===== config.mk =====
export PLATFORM = sky130hd
export DESIGN_NAME = seven_seg_scanner
export DESIGN_NICKNAME = d
export VERILOG_FILES = /design/src/rtl/seven_seg_scanner_pkg.sv /design/src/rtl/seven_seg_scanner_bcd_to_7seg.sv /design/src/rtl/seven_seg_scanner.sv
export SDC_FILE = /design/constraint.sdc
export NUM_CORES = 1
export LEC_CHECK = 0
export BUFFER_PORTS_ARGS = -buffer_cell sky130_fd_sc_hd__clkbuf_2
export CAP_MARGIN = 20
export CORE_MARGIN = 2
export CORE_UTILIZATION = 50
export CTS_CLUSTER_SIZE = 25
export DETAILED_ROUTE_END_ITERATION = 16
export PLACE_DENSITY_LB_ADDON = 0.25
export SYNTH_ARGS = -nofsm -noshare
export SYNTH_HDL_FRONTEND = slang
export SYNTH_SLANG_ARGS = --single-unit

===== constraint.sdc =====
create_clock -name ck -period 2.7 [get_ports ck]
set_clock_uncertainty 0.1 [all_clocks]
set_input_delay 0.135 -clock ck [delete_from_list [all_inputs] [get_ports ck]]
set_output_delay 0.135 -clock ck [all_outputs]
set_load 0.02 [all_outputs]

===== src/rtl/seven_seg_scanner_pkg.sv =====
// Shared definitions for the eight-digit 7-segment scanner.
//   - Segment constants are active-low, bit order {g,f,e,d,c,b,a}.
//   - seg_lookup() is the 0..9 decode table; every other code shows a dash.
//   - state_e is the scan FSM encoding used by seven_seg_scanner.
package seven_seg_scanner_pkg;

  localparam logic [6:0] SEG_BLANK = 7'h7F;
  localparam logic [6:0] SEG_DASH  = 7'h3F;

  typedef enum logic [1:0] {
    ST_OFF   = 2'd0,
    ST_BLANK = 2'd1,
    ST_DRIVE = 2'd2
  } state_e;

  function automatic logic [6:0] seg_lookup(input logic [3:0] v);
    logic [6:0] s;
    case (v)
      4'd0:    s = 7'h40;
      4'd1:    s = 7'h79;
      4'd2:    s = 7'h24;
      4'd3:    s = 7'h30;
      4'd4:    s = 7'h19;
      4'd5:    s = 7'h12;
      4'd6:    s = 7'h02;
      4'd7:    s = 7'h78;
      4'd8:    s = 7'h00;
      4'd9:    s = 7'h10;
      default: s = SEG_DASH;
    endcase
    return s;
  endfunction

endpackage


===== src/rtl/seven_seg_scanner_bcd_to_7seg.sv =====
// Combinational BCD to 7-segment decoder (active-low cathodes).
//   i_bcd : 4-bit digit code; 10..15 are shown as a dash
//   o_seg : cathodes {g,f,e,d,c,b,a}, 0 = segment lit
module bcd_to_7seg
  import seven_seg_scanner_pkg::*;
(
  input  logic [3:0] i_bcd,
  output logic [6:0] o_seg
);

  always_comb begin
    o_seg = seg_lookup(i_bcd);
  end

endmodule


===== src/rtl/seven_seg_scanner.sv =====
// Time-multiplexes eight BCD digits onto a common-anode 8-digit display.
// Each digit slot is TICK_DIV cycles: BLANK_CYCLES dark (anti-ghosting),
// then the digit is driven. The digits are snapshotted once per frame so a
// frame never mixes old and new values. Optional leading-zero suppression.
//   ck          : clock
//   reset       : asynchronous active-low reset
//   en          : scan enable, 0 = display dark
//   d0..d7      : BCD digits, d0 least significant
//   an          : anode enables, active-low, an[i] selects digit i
//   seg         : cathodes, active-low, {g,f,e,d,c,b,a}
//   frame_start : one-cycle pulse when a new snapshot is taken
// All outputs are registered; nothing reaches them combinationally from
// the inputs.
module seven_seg_scanner
  import seven_seg_scanner_pkg::*;
#(
  parameter int TICK_DIV     = 12500,
  parameter int BLANK_CYCLES = 16,
  parameter int LZ_BLANK     = 1
) (
  input  logic       ck,
  input  logic       reset,
  input  logic       en,
  input  logic [3:0] d0,
  input  logic [3:0] d1,
  input  logic [3:0] d2,
  input  logic [3:0] d3,
  input  logic [3:0] d4,
  input  logic [3:0] d5,
  input  logic [3:0] d6,
  input  logic [3:0] d7,
  output logic [7:0] an,
  output logic [6:0] seg,
  output logic       frame_start
);

  localparam int CW = $clog2(TICK_DIV);
  localparam logic [CW-1:0] CNT_LAST   = CW'(TICK_DIV - 1);
  localparam logic [CW-1:0] BLANK_LAST = CW'(BLANK_CYCLES - 1);

  state_e        r_state;
  logic [CW-1:0] r_cnt;
  logic [2:0]    r_idx;
  logic [3:0]    r_shadow [8];
  logic [7:0]    r_an;
  logic [6:0]    r_seg;
  logic          r_fs;

  state_e        w_state_nxt;
  logic [CW-1:0] w_cnt_nxt;
  logic [2:0]    w_idx_nxt;
  logic          w_load;
  logic [7:0]    w_an_nxt;
  logic [6:0]    w_seg_nxt;
  logic          w_fs_nxt;
  logic [6:0]    w_dec;
  logic          w_upper_zero;
  logic          w_suppress;
  logic [7:0]    w_an_drive;
  logic [6:0]    w_seg_drive;

  bcd_to_7seg u_dec (
    .i_bcd (r_shadow[r_idx]),
    .o_seg (w_dec)
  );

  // Digit idx is a leading zero when it and every more-significant digit
  // are zero. Digit 0 is always shown so the display never goes fully dark.
  always_comb begin
    w_upper_zero = 1'b1;
    for (int j = 0; j < 8; j++) begin
      if ((3'(j) >= r_idx) && (r_shadow[j] != 4'd0)) w_upper_zero = 1'b0;
    end
    w_suppress = (LZ_BLANK != 0) && (r_idx != 3'd0) && w_upper_zero;
    if (w_suppress) begin
      w_an_drive  = 8'hFF;
      w_seg_drive = SEG_BLANK;
    end else begin
      w_an_drive  = ~(8'b1 << r_idx);
      w_seg_drive = w_dec;
    end
  end

  // Next-state and registered-output values. Outputs follow the state being
  // entered, so they change on the same edge as r_state.
  always_comb begin
    w_state_nxt = r_state;
    w_cnt_nxt   = r_cnt;
    w_idx_nxt   = r_idx;
    w_load      = 1'b0;
    w_an_nxt    = 8'hFF;
    w_seg_nxt   = SEG_BLANK;
    w_fs_nxt    = 1'b0;
    if (!en) begin
      w_state_nxt = ST_OFF;
    end else begin
      case (r_state)
        ST_OFF: begin
          w_state_nxt = ST_BLANK;
          w_idx_nxt   = 3'd0;
          w_cnt_nxt   = '0;
          w_load      = 1'b1;
          w_fs_nxt    = 1'b1;
        end
        ST_BLANK: begin
          w_cnt_nxt = r_cnt + CW'(1);
          if (r_cnt == BLANK_LAST) begin
            w_state_nxt = ST_DRIVE;
            w_an_nxt    = w_an_drive;
            w_seg_nxt   = w_seg_drive;
          end
        end
        ST_DRIVE: begin
          if (r_cnt == CNT_LAST) begin
            w_state_nxt = ST_BLANK;
            w_cnt_nxt   = '0;
            w_idx_nxt   = r_idx + 3'd1;
            // Leaving digit 7 starts a new frame: take a fresh snapshot.
            if (r_idx == 3'd7) begin
              w_load   = 1'b1;
              w_fs_nxt = 1'b1;
            end
          end else begin
            w_cnt_nxt = r_cnt + CW'(1);
            w_an_nxt  = w_an_drive;
            w_seg_nxt = w_seg_drive;
          end
        end
        default: w_state_nxt = ST_OFF;
      endcase
    end
  end

  always_ff @(posedge ck or negedge reset) begin
    if (!reset) begin
      r_state <= ST_OFF;
      r_cnt   <= '0;
      r_idx   <= 3'd0;
      for (int i = 0; i < 8; i++) r_shadow[i] <= 4'd0;
      r_an    <= 8'hFF;
      r_seg   <= SEG_BLANK;
      r_fs    <= 1'b0;
    end else begin
      r_state <= w_state_nxt;
      r_cnt   <= w_cnt_nxt;
      r_idx   <= w_idx_nxt;
      r_an    <= w_an_nxt;
      r_seg   <= w_seg_nxt;
      r_fs    <= w_fs_nxt;
      if (w_load) begin
        r_shadow[0] <= d0;
        r_shadow[1] <= d1;
        r_shadow[2] <= d2;
        r_shadow[3] <= d3;
        r_shadow[4] <= d4;
        r_shadow[5] <= d5;
        r_shadow[6] <= d6;
        r_shadow[7] <= d7;
      end
    end
  end

  assign an          = r_an;
  assign seg         = r_seg;
  assign frame_start = r_fs;

endmodule


==> Yosys cells after proc, flatten, opt, wreduce, memory -nomap -nowiden <==
Memories as Yosys holds them, arrays and structs flattened.
Index checks and enable logic that the tools add are counted.
{ "totals": {"ff_bits": 67, "mem_bits_ro": 112, "input_bits": 35, "output_inout_bits": 16, "wordCells": 94, "n_memories": 1} }
{ "mem_list": {"columns": ["name", "words", "width", "rd", "rd_ports_with_merged_regs", "write_ports", "line", "text"], "rows": [
  ["(no name shown)", 16, 7, 1, 0, 0, "seven_seg_scanner_pkg.sv:18", "case (v)"]
]} }
{ "classes": {"add_sub_neg": 2, "order_cmp": 9, "n_eq_ne": 8, "shift": 1, "n_mux": 33, "bitwise_logic": 2, "reduce_logical": 24} }
{ "ops": {"columns": ["op", "n"], "rows": [
  ["$pmux 14 s3", 1],
  ["$mux 8", 4],
  ["$reduce_bool 4->1", 8],
  ["$mux 7", 4],
  ["$pmux 8 s2", 1],
  ["$add 14x1->14 const B", 1],
  ["$eq 14x14->1 const B", 1],
  ["$eq 14x4->1 const B", 1],
  ["$mux 14", 1],
  ["$pmux 7 s2", 1],
  ["$bmux 4 s3", 1],
  ["$ge 3x3->1 const A", 4],
  ["$mux 1", 11],
  ["$logic_and 1x1->1", 9],
  ["$mux 4", 2],
  ["$not 8->8", 1],
  ["$shl 1x3->8 const A", 1],
  ["$ge 1x3->1 const A", 2],
  ["$ge 2x3->1 const A", 2],
  ["$mux 2", 3],
  ["$ne 3x3->1 const B", 2],
  ["$pmux 2 s3", 1],
  ["$pmux 3 s2", 1],
  ["$reduce_bool 3->1", 2],
  ["13 further kinds", 14]
]} }

==> Longest topological paths before layout <==
Gate-level depths: netlist of run 1.
{ "logic_depth": {"depth_word": 15, "mapped_depth": 9, "mapped_depth_nobuf": 7} }

==> Modules after synthesis <==
From an unflattened synthesis of run 1, not the netlist that was laid out.
{ "hier_totals": {"cells_unflattened": 319, "hier_area_um2": 3683.5} }
{ "modules_own_cells": {"columns": ["module", "instances", "cells_each", "area_each_um2", "seq_area_each_um2"], "rows": [
  ["seven_seg_scanner", 1, 288, 3459.6, 1695.4],
  ["bcd_to_7seg", 1, 31, 224.0, 0.0]
]} }

==> Worst setup path after synthesis of run 1 <==
No wires, ideal clock.
{ "synth_timing": {"path_kind": "reg2reg", "start": "register r_idx[1]", "end": "register r_seg[5], in the netlist seg[5]", "setup_ns": 0.083, "arrival_ns": 2.267, "required_ns": 2.517, "path_slack_ns": 0.250, "path_stages_with_launch": 10, "path_buffers": 2, "synth_period_minus_slack_ns": 2.450, "path_cell_list": "dfrtp_1 -> buf_2 -> buf_6 -> mux4_2 -> mux2i_1 -> inv_1 -> ha_1 -> mux2i_1 -> nand2_1 -> a221o_1"} }
{ "synth_between": {"elab_chain_cells": 15, "elab_cells_between_ends": 36, "cone_classes": "order compare (8); mux (16); bitwise (1); reduce/logical (10); memory (1)"} }
{ "synth_lines": {"columns": ["item", "line", "text"], "rows": [
  ["start: declaration", "seven_seg_scanner.sv:43", "logic [2:0] r_idx;"],
  ["start signal: assignment", "seven_seg_scanner.sv:146", "r_idx <= w_idx_nxt;"],
  ["$ge 1x3->1", "seven_seg_scanner.sv:72", "if ((3'(j) >= r_idx) && (r_shadow[j] != 4'd0)) w_upper_zero = 1'b0;"],
  ["$logic_and 1x1->1", "seven_seg_scanner.sv:72", null],
  ["$mux 1 (8 in a row)", "seven_seg_scanner.sv:72", null],
  ["$logic_and 1x1->1", "seven_seg_scanner.sv:74", "w_suppress = (LZ_BLANK != 0) && (r_idx != 3'd0) && w_upper_zero;"],
  ["$mux 7 *", "seven_seg_scanner.sv:75", "if (w_suppress) begin"],
  ["$mux 7 (on tied branches)", "seven_seg_scanner.sv:114, seven_seg_scanner.sv:107", null],
  ["$pmux 7 s2 *", "seven_seg_scanner.sv:97", "case (r_state)"],
  ["$mux 7 *", "seven_seg_scanner.sv:94", "if (!en) begin"],
  ["net w_seg_nxt[5]", "seven_seg_scanner.sv:54", "logic [6:0] w_seg_nxt;"],
  ["end signal: assignment", "seven_seg_scanner.sv:148", "r_seg <= w_seg_nxt;"],
  ["end: declaration", "seven_seg_scanner.sv:46", "logic [6:0] r_seg;"]
]} }
Mark *: on every way through the listed nets, which the timed path passes. The rest lies on a longest branch. The select of a mux whose other input is x is not followed.
A chain may end at the register's enable or synchronous reset.

==> Final worst setup path of run 1 <==
{ "layout_timing": {"start": "register r_cnt[5]", "end": "register r_seg[6], in the netlist seg[6]"} }
{ "layout_between": {"elab_chain_cells": 4, "elab_cells_between_ends": 6, "cone_classes": "eq/ne (2); mux (4)"} }
{ "layout_lines": {"columns": ["item", "line", "text"], "rows": [
  ["start: declaration", "seven_seg_scanner.sv:42", "logic [CW-1:0] r_cnt;"],
  ["start signal: assignment", "seven_seg_scanner.sv:145", "r_cnt <= w_cnt_nxt;"],
  ["$eq 14x14->1 / $eq 14x4->1 (equally long branches)", "seven_seg_scanner.sv:114, seven_seg_scanner.sv:107", null],
  ["$mux 7 (on tied branches)", "seven_seg_scanner.sv:114, seven_seg_scanner.sv:107", null],
  ["$pmux 7 s2 *", "seven_seg_scanner.sv:97", null],
  ["$mux 7 *", "seven_seg_scanner.sv:94", null],
  ["net w_seg_nxt[6]", "seven_seg_scanner.sv:54", null]
]} }
Mark *: on every way through the listed nets, which the timed path passes. The rest lies on a longest branch.

==> impl_metrics.toml, run 1 <==
[route]
via_per_inst = 5.384
dr.first_iter.drc_count = 120
ant_nets = 0
route.vias.total = 2719
wl_um = 7636
wl_per_cell_um = 15.12
drt-pass1-iter-count = 4
drc_errors = 0

[yosys]
yosysTopAreaCell = "dfrtp_1"
synth.top_cells.by_count = "dfrtp_1, mux2_4, nand2_1"
ys.flop_type = "dfrtp_1"
synth.area.top_cells = "dfrtp_1, mux2_4, dfstp_2"
synth-async-reset-ratio_pct = 100.0
syn_nets = 360
synth-edff-count = 0
synth-seq-cells = 67
syn_area_per_cell_um2 = 12.01
yosys_warnings = 0
synthCells = 309
syn-cell-area_um2 = 3712
yosysSeqAreaShare_pct = 45.67
yosysMostFrequentCell = "dfrtp_1"
synthDominantCellAreaShare_pct = 35.05
synth_cell_types = 51

[place]
gp_congestion = 0.8782
port_buffers = 50
hpwl_um = 5407
placed_cell_area_um2 = 4086

[cells_and_area]
drive_above_1_share_pct = 34.48
stdcell_area_um2 = 4634
area_growth_pct = 24.84
antennaDiodeCount = 0
layout.nets = 452

[clock_tree]
numCtsBuffers = 9
clock_latency_ns = 0.34
ctsRootBufferMaster = "clkbuf_8"
cts_max_level = 3
cts.sinks = 67
cts.reportedPaths.clkPinSlew_ns = 0.08
cts_tree = "yes"
clockBufferDepth = 2

[timing]
hold_viol = 0
fmax_mhz = 404.4
final.setup.tns_ns = 0
slew_violations = 0
finalCritPeriodShare_pct = 91.58
period_needed_ns = 2.473
rsz0062_at_grt = "false"
max_slew_margin_pct = 48.14
finalSetupViolations = 0
tightest_slew_ns = 0.7779

[global_route]
track_usage_pct = 19.55
grt_use_met2_pct = 30.51
grt_pass1_wl_um = 12820
grt_pass1_vias = 2657
gr-usage-met3_pct = 4.694
grt_busiest_layer = "met2"
met1_usage_pct = 26.80
overflow = 0
antenna_found_initial = 0
grt_max_degree = 37

[hold_path]
hold_path.class = "input port to flop"
worst_hold_startpoint = "en"
whs_endpoint = "r_state[1]"
holdPathStages = 2

[setup_path]
ff2ff_setup_slack_ns = 0.23
path_max_fanout = 13
criticalPathCategory = "flop to flop"
reg2reg_from = "r_cnt[5]"
end_kind = "flop"
cp.arrival_ns = 2.60
critical-path-top-delay-family = "simple AND/OR/NAND/NOR gates"
r2r-end = "seg[6]"
crit_slowest_cell = "or4_4"
cp-start-kind = "flop"
path_cells = "or4_4 -> or4_1 -> nand2_1 -> and3b_1 -> o21ai_0"
crit_buf_inv = 0
cpPeakStageDelay_ns = 0.59
cp_data_required_time_ns = 2.83
reg2regPathDepth = 5

[floorplan]
core_area_um2 = 7214
dieArea_um2 = 8130
ios = 51
initial_utilization_pct = 51.46
die_w_um = 90.17
die_h_um = 90.17
rows = 31

[pwr]
leakage_nw = 2.075
powerDensity_nw_per_um2 = 784.1
ir_worst_vdd_mv = 0.3565

[run_status]
status = "finished, final reports clean"

[job]
cap_violations = 0
## layout by cell type, fill, tap and decap left out, types with 8 or more instances in the layout
cell type / instances
dfrtp_1: 51
clkbuf_2: 50
dlygate4sd3_1: 33
mux2_4: 29
nand2_1: 21
nor2_1: 16
o21ai_0: 16
ha_1: 16
dfstp_2: 15
inv_1: 14
clkbuf_8: 11
nor4_1: 10
buf_4: 9
nor3_1: 8
mux4_2: 8
## flip-flops by register name, indices dropped and copies added (netlist names)
signal / flops
r_state: 2
r_shadow: 32
seg: 7
r_idx: 3
r_cnt: 14
frame_start: 1
an: 8
## how the worst max path moves through the flow
| stage | from | end | slack (ns) | depth (start not counted) |
|---|---|---|---|---|
| after detailed placement | r_idx[1] | seg[5] | 0.13 | 6 |
| after floorplan | r_idx[1] | seg[5] | 0.25 | 9 |
| after global routing | r_cnt[5] | seg[6] | 0.07 | 5 |
| after global placement | r_idx[1] | seg[5] | 0.19 | 7 |
| after CTS | r_idx[1] | seg[5] | 0.10 | 7 |
| final | r_cnt[5] | seg[6] | 0.23 | 5 |
## power breakdown
group / switching, mW / total, mW / internal [mW]
sequential: 0.243 / 1.56 / 1.31
combinational: 0.557 / 1.22 / 0.667
clock: 0.375 / 0.854 / 0.480
## cell type report
class                           instances  area [µm²]
Clock buffer                           11       151.4
Clock inverter                          5       60.06
Fill cell                             579        2580
Inverter                               15       56.30
Multi-Input combinational cell        214        1858
Sequential cell                        67        1697
Tap cell                               99       123.9
Timing Repair Buffer                   94       688.2
## routing by layer
layer / part of all wire, % / routed length, µm
met2: 46 / 3516
met4: 1.4 / 107
met5: 0 / 0
met1: 48 / 3657
met3: 4.6 / 355
## what timing repair did
action	4_1_cts	5_1_grt
gates resized for setup	0	2
buffers inserted	0	0
hold buffers	33	0
setup endpoints to repair	0	15
endpoints found under the hold margin	54	0
## per-stage QoR
step	utilization [%]	hold slack (ns)	total power, mW	worst slack [ns]	instances
global placement	56.64	0.1542	2.721	0.1941	456
finish	64.24	0.05843	3.634	0.2273	505
floorplan	-	-0.2606	2.429	0.2499	309
detailed placement	56.64	0.1527	2.737	0.1258	456
CTS	64.15	0.04010	3.659	0.1032	505
global route	64.24	0.05387	3.833	0.06627	505
## logic make-up (layout without fill, tap and decap cells)
kind of cell	Yosys count	after routing	share of synthesized area (%)
flops	67	67	45.67
compound gates	49	49	8.695
xor+xnor	11	11	2.595
simple gates	91	91	13.62
fa+ha+maj	16	16	5.393
mux	47	47	19.41
buf+inv	28	125	4.617
Power figures use the tool's default switching activity.
==> run 2: changes to the inputs <==
Settings changed: CORE_UTILIZATION 50 to 58, PLACE_DENSITY set to 0.8, PLACE_DENSITY_LB_ADDON 0.25 to unset.
==> impl_metrics.toml, run 2 (synthesis results as in run 1) <==
[run_status]
status = "finished, final reports clean"

[setup_path]
critical-path-top-delay-family = "simple AND/OR/NAND/NOR gates"
criticalPathCategory = "flop to flop"
end_kind = "flop"
path_max_fanout = 33
reg2regPathDepth = 6
cpPeakStageDelay_ns = 0.60
cp_data_required_time_ns = 2.82
cp.arrival_ns = 2.63
cp.depth = 6
cp-start-kind = "flop"
crit_buf_inv = 1
ff2ff_setup_slack_ns = 0.19
crit_slowest_cell = "or4_4"
path_cells = "or4_4 -> nor4_4 -> a31oi_1 -> nor2b_4 -> buf_12 -> mux2_2"

[global_route]
grt_pass1_wl_um = 13300
grt_pass1_vias = 2772
antenna_found_initial = 0
track_usage_pct = 24.16
grt_max_degree = 34
overflow = 0

[clock_tree]
cts_tree = "yes"
numCtsBuffers = 9
ctsRootBufferMaster = "clkbuf_8"
cts.sinks = 67
cts_max_level = 3
clock_latency_ns = 0.35
clockBufferDepth = 2
cts.reportedPaths.clkPinSlew_ns = 0.07

[cells_and_area]
final_cell_mix = "dfrtp_1, clkbuf_2, dlygate4sd3_1, mux2_4, nand2_1"
layout.nets = 453
largest_reg_flops = 32
area_growth_pct = 23.90
layout_commonest_cell = "dfrtp_1"
regMostFlops = "r_shadow"
antennaDiodeCount = 0
drive_above_1_share_pct = 34.15
fillers = 414

[floorplan]
initial_utilization_pct = 59.14
rows = 29
die_h_um = 84.01
core_area_um2 = 6277
die_w_um = 84.01
ios = 51
dieArea_um2 = 7057

[job]
cap_violations = 0

[place]
post-place-ws_ns = 0.1128
port_buffers = 50
gp_congestion = 0.8751
hpwl_um = 5344

[route]
wl_per_cell_um = 16.18
dr.first_iter.drc_count = 109
drt-pass1-iter-count = 4
via_per_inst = 5.688
wl_um = 7829
ant_nets = 0
route.vias.total = 2753
drc_errors = 0

[timing]
final.setup.tns_ns = 0
period_needed_ns = 2.506
tightest_slew_ns = 0.5583
rsz0062_at_grt = "false"
hold_viol = 0
finalCritPeriodShare_pct = 92.81
hold_ws_ns = 0.03863
max_slew_margin_pct = 62.44
fmax_mhz = 399.1
final.setup.worst_slack_ns = 0.1942
finalSetupViolations = 0
slew_violations = 0

[pwr]
powerDensity_nw_per_um2 = 798.6
ir_worst_vdd_mv = 0.5455
leakage_nw = 2.072

[hold_path]
holdPathStages = 2
hold_path.class = "input port to flop"
[run 2: cell count changes in the layout (fill, tap and decap cells not counted)]
| cell | before | now |
|---|---|---|
| buf_12 | 2 | 1 |
| buf_4 | 9 | 11 |
| bufinv_16 | 1 | 2 |
| clkbuf_1 | 0 | 2 |
| clkbuf_8 | 11 | 9 |
| clkinv_2 | 1 | 2 |
| clkinv_4 | 1 | 0 |
| inv_6 | 1 | 0 |
[run 2: timing repair]
action                     4_1_cts  5_1_grt
setup endpoints to repair        0       10
gates resized for setup          0        2
buffers inserted                 0        0
hold buffers                    33        0
hold endpoints to repair        84        0
[run 2: metal layers]
layer,global-route usage (%),wire length (µm),vias up
li1,-,-,1316
met1,31.55,3461,1344
met4,6.745,112,0
met5,0,0,-
met3,6.627,407,10
met2,39.85,3849,83
[run 2: worst paths after layout]
kind / from / endpoint
worst min register to register: r_cnt[1] / r_cnt[1]
worst max register to register: r_cnt[5] / r_shadow[0]
min in group asynchronous: reset / r_shadow[9]
worst min-delay path: en / r_state[1]
worst max-delay path: r_cnt[5] / r_shadow[0]
max in group asynchronous: reset / r_idx[1]
[run 2: where the power goes]
group	leakage, nW	switching (mW)	internal, mW
clock network	0.103	0.370	0.517
registers	0.806	0.241	1.31
logic	1.16	0.564	0.668
[run 2: layout make-up]
cell class / instances / area [µm²] / area share (%)
inverter: 15 / 56.30 / 1.224
timing repair buffer: 95 / 683.2 / 14.85
multi-input combinational: 214 / 1858 / 40.40
tap: 77 / 96.34 / 2.095
clock buffer: 11 / 131.4 / 2.856
sequential: 67 / 1697 / 36.89
clock inverter: 5 / 77.57 / 1.687
[run 2: metrics by stage]
| stage | total power [mW] | instances | cell area [µm²] | util, % |
|---|---|---|---|---|
| floorplan | 2.429 | 309 | 3712 | - |
| global placement | 2.695 | 435 | 4054 | 64.58 |
| detailed placement | 2.736 | 435 | 4054 | 64.58 |
| CTS | 3.680 | 484 | 4593 | 73.17 |
| global route | 3.880 | 484 | 4599 | 73.27 |
| finish | 3.673 | 484 | 4599 | 73.27 |
[run 2: worst reg2reg max path: stages, from the launching register on]
cell,delay [ns]
dfrtp_1,0.43
or4_4,0.60
nor4_4,0.29
a31oi_1,0.17
nor2b_4,0.16
buf_12,0.25
mux2_2,0.38
==> run 3: changes to the inputs <==
Settings changed: BUFFER_PORTS_ARGS -buffer_cell sky130_fd_sc_hd__clkbuf_2 to -buffer_cell sky130_fd_sc_hd__buf_2, REMOVE_ABC_BUFFERS set to 1.
==> impl_metrics.toml, run 3 (synthesis results as in run 1) <==
[timing]
slew_violations = 0
max_slew_margin_pct = 45.60
tightest_slew_ns = 0.8160
final.setup.tns_ns = 0
hold_viol = 0
finalSetupViolations = 0
finalCritPeriodShare_pct = 91.43
fmax_mhz = 405.1
period_needed_ns = 2.469
rsz0062_at_grt = "false"
hold_ws_ns = 0.3643

[clock_tree]
cts_max_level = 3
cts_tree = "yes"
cts.reportedPaths.clkPinSlew_ns = 0.08
ctsRootBufferMaster = "clkbuf_8"
clock_latency_ns = 0.36
cts.sinks = 67
clockBufferDepth = 2
postCtsSetupRepairBufs = 0
numCtsBuffers = 9

[floorplan]
dieArea_um2 = 7057
die_w_um = 84.01
initial_utilization_pct = 59.14
rows = 29
core_area_um2 = 6277
ios = 51
die_h_um = 84.01

[setup_path]
ff2ff_setup_slack_ns = 0.23
crit_slowest_cell = "or4_4"
end_kind = "flop"
cp.arrival_ns = 2.62
cp-start-kind = "flop"
path_cells = "or4_4 -> nor4_4 -> a31oi_1 -> nor2b_4 -> buf_12 -> mux2_2"
crit_buf_inv = 1
crit_path_start = "r_cnt[5]"
reg2regPathDepth = 6
cpPeakStageDelay_ns = 0.59
critical-path-top-delay-family = "simple AND/OR/NAND/NOR gates"
cp_data_required_time_ns = 2.85
reg2reg_from = "r_cnt[5]"
path_max_fanout = 33
criticalPathCategory = "flop to flop"
r2r-end = "r_shadow[2]"

[pwr]
ir_worst_vdd_mv = 0.7462
leakage_nw = 2.055
powerDensity_nw_per_um2 = 809.3

[cells_and_area]
final_cell_mix = "dfrtp_1, buf_2, dlygate4sd3_1, mux2_4, nand2_1"
stdcell_area_um2 = 4632
largest_reg_flops = 32
layout.nets = 453
fin_util_pct = 73.79
antennaDiodeCount = 0
fin_cells = 484
regMostFlops = "r_shadow"
drive_above_1_share_pct = 34.89
layout_commonest_cell = "dfrtp_1"
area_growth_pct = 24.77

[run_status]
status = "finished, final reports clean"

[route]
drc_errors = 0
ant_nets = 0
route.vias.total = 2807
wl_um = 8061
wl_per_cell_um = 16.65
dr.first_iter.drc_count = 239
drt-pass1-iter-count = 4
via_per_inst = 5.800

[hold_path]
hold_path.class = "input port to asynchronous set/reset pin"

[global_route]
track_usage_pct = 24.92
grt_pass1_vias = 2827
grt_pass1_wl_um = 13810
antenna_found_initial = 0
grt_max_degree = 68
overflow = 0

[place]
hpwl_um = 5219
dp_cells = 434
port_buffers = 50
gp_congestion = 0.9177
placed_cell_area_um2 = 4046

[job]
cap_violations = 0
-- run 3: changes by cell type in the layout (fill, tap and decap cells not counted), moves of 2 or more --
cell and delta:
clkinv_2 -2, buf_2 +50, inv_6 +2, clkbuf_1 -2
clkbuf_2 -50, clkinv_4 +2
-- run 3: timing repair --
item	in CTS	in global routing
setup endpoints to repair	0	13
endpoints found under the hold margin	85	0
resized for setup	0	3
hold buffers	34	0
-- run 3: per-stage QoR --
stage                     power (mW)  worst slack [ns]
after global placement         2.688            0.1878
after global routing           3.937            0.1106
after detailed placement       2.726            0.1551
final                          3.749            0.2313
after floorplan                2.384            -1.657
after CTS                      3.736            0.1189
-- run 3: worst min-delay path, delay by kind of cell --
| family | cells | cell delay, ns |
|---|---|---|
| buffers and inverters | 3 | 1.21 |
-- run 3: worst max path at each step --
stage	slack, ns	depth (start not counted)	endpoint
5_1_grt	0.11	5	an[7]
3_5_place_dp	0.16	8	seg[5]
6_report	0.23	6	r_shadow[2]
3_3_place_gp	0.19	7	seg[0]
4_1_cts	0.12	7	seg[0]
2_1_floorplan	-1.66	5	r_shadow[0]
-- run 3: per-layer routing --
metal / track usage [%] / vias up / part of all wire [%]
li1: - / 1321 / -
met1: 33.38 / 1370 / 45
met2: 39.56 / 96 / 48
met3: 5.737 / 20 / 4.9
met4: 9.824 / 0 / 2.0
met5: 0 / - / 0
-- run 3: area by class of cell --
class                           count  area (µm²)
Clock inverter                      6       95.09
Sequential cell                    67        1697
Timing Repair Buffer               95       685.7
Multi-Input combinational cell    214        1864
Clock buffer                       10       137.6
Fill cell                         408        1645
Tap cell                           77       96.34
Inverter                           15       56.30
-- run 3: report_power, final --
part | leakage (nW) | internal [mW] | switching, mW
Sequential | 0.806 | 1.31 | 0.228
Clock | 0.117 | 0.554 | 0.422
Combinational | 1.13 | 0.664 | 0.569
Total | 2.05 | 2.53 | 1.22
